`src/rtl/muldiv_pkg.sv`:
```
// Shared types for the iterative multiply/divide unit: operation codes and FSM states.
package muldiv_pkg;

    typedef enum logic [1:0] {
        MUL  = 2'd0,
        MULH = 2'd1,
        DIV  = 2'd2,
        REM  = 2'd3
    } op_e;

    typedef enum logic [1:0] {
        IDLE = 2'd0,
        RUN  = 2'd1,
        DONE = 2'd2
    } state_e;

endpackage

```
`src/rtl/muldiv_unit.sv`:
```
// Iterative unsigned multiply / divide unit: one shift-add or restoring-divide step per clock,
// with a one-cycle done pulse and register-file write-back address/enable.
module muldiv_unit
    import muldiv_pkg::*;
#(
    parameter int WIDTH = 8,
    parameter int AW    = 4
) (
    input  logic             clk,
    input  logic             reset,
    input  logic             start,
    input  logic [1:0]       op,
    input  logic [WIDTH-1:0] src_a,
    input  logic [WIDTH-1:0] src_b,
    input  logic [AW-1:0]    wa_in,
    output logic             busy,
    output logic             done,
    output logic [WIDTH-1:0] result,
    output logic [AW-1:0]    wa_out,
    output logic             we_out
);

    localparam int CW = $clog2(WIDTH) + 1;

    state_e            state, state_next;
    logic [CW-1:0]     cnt;
    op_e               op_q;
    logic [WIDTH-1:0]  b_q;
    logic [WIDTH-1:0]  hi_q;
    logic [WIDTH-1:0]  lo_q;
    logic [AW-1:0]     wa_q;

    logic              load;
    logic              step;
    logic              finish;
    logic              busy_d;
    logic              done_d;
    logic              is_mul;
    logic [2*WIDTH-1:0] step_val;
    logic [WIDTH-1:0]  hi_nx;
    logic [WIDTH-1:0]  lo_nx;
    logic [WIDTH-1:0]  result_nx;

    // Shift-add step: hi/lo form the 2*WIDTH accumulator, lo's LSB selects the add.
    function automatic logic [2*WIDTH-1:0] mul_step(input logic [WIDTH-1:0] hi,
                                                     input logic [WIDTH-1:0] lo,
                                                     input logic [WIDTH-1:0] b);
        logic [WIDTH:0] sum;
        sum = {1'b0, hi} + (lo[0] ? {1'b0, b} : '0);
        return {sum, lo[WIDTH-1:1]};
    endfunction

    // Restoring divide step: hi is the partial remainder, lo shifts dividend out and quotient in.
    function automatic logic [2*WIDTH-1:0] div_step(input logic [WIDTH-1:0] hi,
                                                     input logic [WIDTH-1:0] lo,
                                                     input logic [WIDTH-1:0] b);
        logic [WIDTH:0] shifted;
        logic [WIDTH:0] diff;
        shifted = {hi, lo[WIDTH-1]};
        diff    = shifted - {1'b0, b};
        if (diff[WIDTH])
            return {shifted[WIDTH-1:0], lo[WIDTH-2:0], 1'b0};
        else
            return {diff[WIDTH-1:0], lo[WIDTH-2:0], 1'b1};
    endfunction

    // State register
    always_ff @(posedge clk) begin
        if (reset)
            state <= IDLE;
        else
            state <= state_next;
    end

    // Next-state logic
    always_comb begin
        state_next = state;
        case (state)
            IDLE: if (start) state_next = RUN;
            RUN:  if (cnt == CW'(WIDTH - 1)) state_next = DONE;
            DONE: state_next = start ? RUN : IDLE;
            default: state_next = IDLE;
        endcase
    end

    // Output / control decode
    always_comb begin
        load   = 1'b0;
        step   = 1'b0;
        finish = 1'b0;
        busy_d = (state_next == RUN);
        done_d = (state_next == DONE);
        case (state)
            IDLE: load = start;
            RUN: begin
                step   = 1'b1;
                finish = (cnt == CW'(WIDTH - 1));
            end
            DONE: load = start;
            default: ;
        endcase
    end

    assign is_mul   = (op_q == MUL) || (op_q == MULH);
    assign step_val = is_mul ? mul_step(hi_q, lo_q, b_q) : div_step(hi_q, lo_q, b_q);
    assign hi_nx    = step_val[2*WIDTH-1:WIDTH];
    assign lo_nx    = step_val[WIDTH-1:0];

    always_comb begin
        case (op_q)
            MULH:    result_nx = hi_nx;
            REM:     result_nx = hi_nx;
            default: result_nx = lo_nx;
        endcase
    end

    // Datapath and registered outputs
    always_ff @(posedge clk) begin
        if (reset) begin
            cnt    <= '0;
            op_q   <= MUL;
            b_q    <= '0;
            hi_q   <= '0;
            lo_q   <= '0;
            wa_q   <= '0;
            busy   <= 1'b0;
            done   <= 1'b0;
            result <= '0;
            wa_out <= '0;
        end else begin
            busy <= busy_d;
            done <= done_d;
            if (load) begin
                cnt  <= '0;
                op_q <= op_e'(op);
                b_q  <= src_b;
                hi_q <= '0;
                lo_q <= src_a;
                wa_q <= wa_in;
            end else if (step) begin
                cnt  <= cnt + CW'(1);
                hi_q <= hi_nx;
                lo_q <= lo_nx;
            end
            if (finish) begin
                result <= result_nx;
                wa_out <= wa_q;
            end
        end
    end

    assign we_out = done & (|wa_out);

endmodule

```
`config.mk`:
```
export PLATFORM = sky130hd
export DESIGN_NAME = muldiv_unit
export DESIGN_NICKNAME = d
export VERILOG_FILES = /design/src/rtl/muldiv_pkg.sv /design/src/rtl/muldiv_unit.sv
export SDC_FILE = /design/constraint.sdc
export NUM_CORES = 1
export LEC_CHECK = 0
export BUFFER_PORTS_ARGS = -buffer_cell sky130_fd_sc_hd__buf_2
export CORE_AREA = 2 2 111 113
export DETAILED_ROUTE_END_ITERATION = 8
export DIE_AREA = 0 0 113 115
export GPL_TIMING_DRIVEN = 0
export HOLD_SLACK_MARGIN = 0.03
export PLACE_DENSITY = 0.51
export REMOVE_ABC_BUFFERS = 1
export SETUP_SLACK_MARGIN = 0.15
export SKIP_LAST_GASP = 1
export SYNTH_ARGS = -nofsm -noshare
export SYNTH_HDL_FRONTEND = slang
export SYNTH_SLANG_ARGS = --single-unit
```
`constraint.sdc`:
```
create_clock -name clk -period 2.97 [get_ports clk]
set_input_delay 0.1485 -clock clk [delete_from_list [all_inputs] [get_ports clk]]
set_output_delay 0.1485 -clock clk [all_outputs]
set_load 0.01 [all_outputs]
```
# After elaboration in Yosys (flattened, before gate mapping)
# Index checks and enable logic that the tools add are counted.
[totals] output_inout_bits=15 register_bits=50 elab_cells=43
[classes] bitwise=1 n_addsub=3 n_eq_ne=7 n_mux=13 n_reduce_logical=8
[op_table] op="$mux 16" n=2
[op_table] op="$mux 8" n=4
[op_table] op="$add 8x8->9" n=1
[op_table] op="$sub 9x8->9" n=1
[op_table] op="$eq 2x1->1 const B" n=3
[op_table] op="$eq 2x2->1 const B" n=3
[op_table] op="$pmux 2 s3" n=1
[op_table] op="$reduce_or 2->1" n=3
[op_table] op="$add 4x1->4 const B" n=1
[op_table] op="$eq 4x3->1 const B" n=1
[op_table] op="$logic_not 2->1" n=2
[op_table] op="$mux 1" n=4
[op_table] op="$mux 2" n=2
[op_table] op="$reduce_or 4->1" n=1
[op_table] op="$reduce_bool 2->1" n=1
[op_table] op="$and 1x1->1" n=1
[op_table] op="$logic_or 1x1->1" n=1

# Logic depth before layout (Yosys ltp)
[logic_depth] word_depth=5 ltp_mapped=11 depth_no_buf=11

# Worst setup path before layout
# No wires, ideal clock.
[synth_path] path_type="reg2reg" start="register lo_q[7]" end="register result[3]" setup_slack_ps=226 t_arrival_ps=2629 period_less_slack_ps=2744 setup_ps=115 n_path_buf=0 path_stages_with_launch=11 path_cell_list="dfxtp_1 > inv_1 > ha_1 > fa_1 > nand2b_1 > a21oi_1 > nor4_2 > nor3_2 > mux2_4 > mux4_2 > o21a_1"
[synth_between] elab_chain_len=4
[synth_rtl] item="start, declared" line="muldiv_unit.sv:30" rtl="logic [WIDTH-1:0] lo_q;"
[synth_rtl] item="start signal, assigned" line="muldiv_unit.sv:138" rtl="lo_q <= src_a;"
[synth_rtl] item="start signal, assigned" line="muldiv_unit.sv:143" rtl="lo_q <= lo_nx;"
[synth_rtl] item="$sub 9x8->9" line="muldiv_unit.sv:60" rtl="diff = shifted - {1'b0, b};"
[synth_rtl] item="$mux 16" line="muldiv_unit.sv:61" rtl="if (diff[WIDTH])"
[synth_rtl] item="$mux 16" line="muldiv_unit.sv:105" rtl="assign step_val = is_mul ? mul_step(hi_q, lo_q, b_q) : div_step(hi_q, lo_q, b_q);"
[synth_rtl] item="$mux 8" line="muldiv_unit.sv:110" rtl="case (op_q)"
[synth_rtl] item="end signal, assigned" line="muldiv_unit.sv:146" rtl="result <= result_nx;"
[synth_rtl] item="end, declared" line="muldiv_unit.sv:18" rtl="output logic [WIDTH-1:0] result,"
# No other way between the ends.
# A chain may end at the register's enable or synchronous reset.

# Worst setup path after layout
# Same ends and word-level chain as after synthesis.

==> impl_metrics.tcl <==
set metrics [dict create \
    outcome "finished, violations left" \
    violations "design-rule violations" \
    cts_buffers 5 \
    worst_clock_skew_ps 8.173 \
    placed_area_sq_mm 0.003243 \
    portBuffers 39 \
    drc 3 \
    fillCellCount 1252 \
    synth_top_cell_by_area "dfxtp_1" \
    power.internal_w 0.001180 \
    tns_ps 0 \
    final_cells 544 \
    ys_async_sr_fraction_pct 0 \
    path_class "register to register" \
    nets 440 \
    rr_startpoint "lo_q[7]$_SDFFE_PP0P_" \
    required_ps 3150 \
    switchingPower_w 0.0004894 \
    grt_pass1_wl_mm 12.63 \
    die_y_um 115 \
    vias 2629 \
    htree_levels 2 \
    hold_class "primary input to register" \
    grt_overflow_total 0 \
    max-clock-path-buffers 2 \
    start_util_pct 24.46 \
    setup_viol 0 \
    clk_latency_ps 290 \
    worstPathArrival_ps 2950 \
    ys_ff_latch 50 \
    synth_top_area_share_pct 34.65 \
    cts_tree "yes" \
    power_w 0.001670 \
    syn_to_final_growth_pct 20.40 \
    die_area_sq_mm 0.01300 \
    die_w_um 113 \
    diodes 0 \
    finish.instance_area_sq_mm 0.003478 \
    num_rows 40 \
    netlist_instances 361 \
    endpoint "result[3]$_SDFFE_PP0P_" \
    period_share_pct 93.41 \
    r2r_end "result[3]$_SDFFE_PP0P_" \
    hold_violations 0 \
    drv_cap 0 \
    power_frac_seq_pct 44.1 \
    fmax_ghz 0.3604 \
    yosys-top-cells-area "dfxtp_1, ha_1, a21oi_1" \
    grtUsageTotal_pct 12.00 \
    antenna_found_initial 0 \
    path_clk_slew_ps 70 \
    synth_most_common_cell "nand2_1" \
    yosys_warnings 0 \
    wirelength_mm 7.825 \
    dr.pass1.iters 6 \
    cts.sinks 50 \
    combPwrFrac_pct 22.1 \
    dp_hpwl_mm 5.736 \
    ios 40 \
    swShare_pct 29.31 \
    synth_cell_types 48 \
    core-area_sq_mm 0.01181 \
    rsz0062_at_grt "yes" \
    slew_headroom_pct 15.66 \
    min_period_ps 2774 \
    crit_fanout 3 \
    ff2ff_setup_slack_ps 200 \
    synth-edff-count 0 \
    grt_max_degree 43 \
    critPathLaunchType "register" \
    clock-root-buffer "clkbuf_16" \
    drive_gt1_share_pct 18.89 \
    drt-wirelength-per-cell_um 14.38 \
    routed_via_density 4.833 \
    reg2regPathDepth 10 \
    leakage_nw 1.370 \
    avgSynthCellArea_sq_um 8.003 \
    slew_violations 0 \
    gp_congestion 0.7913 \
    final_util_pct 29.45 \
    powerDensity_mw_per_mm2 480.0 \
    grt_pass1_vias 2548 \
    crit_start "lo_q[7]$_SDFFE_PP0P_" \
    tightest_slew_ps 1263 \
    dp.cells 531 \
    final_antenna_net_count 0 \
    ys.flop_type "dfxtp_1" \
    peakVddDrop_uv 193.7 \
    clockPowerShare_pct 33.9 \
    synthesis.area_sq_mm 0.002889 \
    yosysSeqAreaShare_pct 34.65 \
    synthTopCellsByCount "nand2_1, dfxtp_1, a21oi_1" \
    end_kind "register" \
    drtIter0Drc 161 \
]
cells in the final DEF, fill, tap and decap left out, types with 3 or more instances in the layout:
cell and count:
mux2i_1 8, nand2b_1 4, or3_1 5, o21a_1 7
a211oi_1 4, ha_1 16, o21ai_0 24, nor2b_1 5
nor3_1 5, xnor2_1 5, inv_1 16, a31oi_1 4
dfxtp_1 49, a21oi_1 40, mux2_2 4, buf_4 5
nor3b_1 3, a22oi_1 3, nand2_1 53, and2_1 7
xor2_1 6, nor2_1 29, clkbuf_16 5, a221oi_1 4
buf_2 39, nand3_1 6
worst max-delay path, cell delays in order (launching register included):
cell	delay, ps
dfxtp_1	350
inv_2	80
ha_4	170
fa_2	370
nand2b_4	160
a21oi_4	170
nor4_2	90
nor3_4	260
mux2_4	340
mux4_2	480
o21a_1	180
power groups by stage:
stage                     Sequential, W  Combinational, W  Clock, W
final                          0.000736          0.000369  0.000565
after global routing           0.000741          0.000408  0.000610
after CTS                      0.000735          0.000365  0.000580
after detailed placement       0.000750          0.000323         0
after global placement         0.000749          0.000311         0
after floorplan                0.000737          0.000225         0
layer usage:
| metal | GRT usage [%] | vias up | wire length (um) |
|---|---|---|---|
| met3 | 2.319 | 4 | 373 |
| met5 | 0 | - | 0 |
| met2 | 19.40 | 63 | 3533 |
| li1 | - | 1344 | - |
| met4 | 3.008 | 0 | 61 |
| met1 | 16.54 | 1218 | 3857 |
stage by stage:
stage               hold slack (ps)  setup WS (ps)
CTS                           84.10          179.7
detailed placement            395.5         -730.0
finish                        90.02          195.7
global placement              390.4         -675.0
global route                  92.13          99.20
floorplan                     217.6         -70.69
cells by family after synthesis:
logic type	synth area share, %
AND/OR/NAND/NOR	20.40
AO/OA/AOI/OAI	21.78
flip-flops	34.65
buffers and inverters	4.677
adder cells (fa/ha/maj)	8.748
multiplexers	6.409
XOR/XNOR	3.335
what timing repair did:
action	in CTS	in global routing
pin swaps	3	1
resized for setup	8	4
endpoints found under the setup margin	17	7
buffers inserted	5	0
hold buffers	0	0
state kept, by name, summed over array words and instances, names as in the netlist:
register and count:
b_q 8, busy 1, cnt 4, done 1, hi_q 8, lo_q 8, op_q 2, result 8
state 2, wa_out 4, wa_q 4
how the worst min path moves through the flow:
| stage | depth (start not counted) | startpoint | end |
|---|---|---|---|
| 2_1_floorplan | 1 | reset | b_q[0]$_SDFFE_PP0P_ |
| 3_3_place_gp | 3 | wa_in[2] | wa_q[2]$_SDFFE_PP0P_ |
| 3_5_place_dp | 3 | wa_in[0] | wa_q[0]$_SDFFE_PP0P_ |
| 4_1_cts | 3 | wa_in[0] | wa_q[0]$_SDFFE_PP0P_ |
| 5_1_grt | 3 | op[1] | op_q[1]$_SDFFE_PP0P_ |
| 6_report | 3 | wa_in[0] | wa_q[0]$_SDFFE_PP0P_ |
area by class of cell:
cell class | instances | area, sq um | area share, %
repair buffers | 46 | 271.5 | 7.806
inverters | 17 | 63.81 | 1.835
multi-input cells | 276 | 1810 | 52.05
clock inverters | 3 | 21.27 | 0.6115
well taps | 147 | 183.9 | 5.288
clock buffers | 5 | 125.1 | 3.597
flip-flops and latches | 50 | 1002 | 28.81
(Power assumes the default switching activity.)
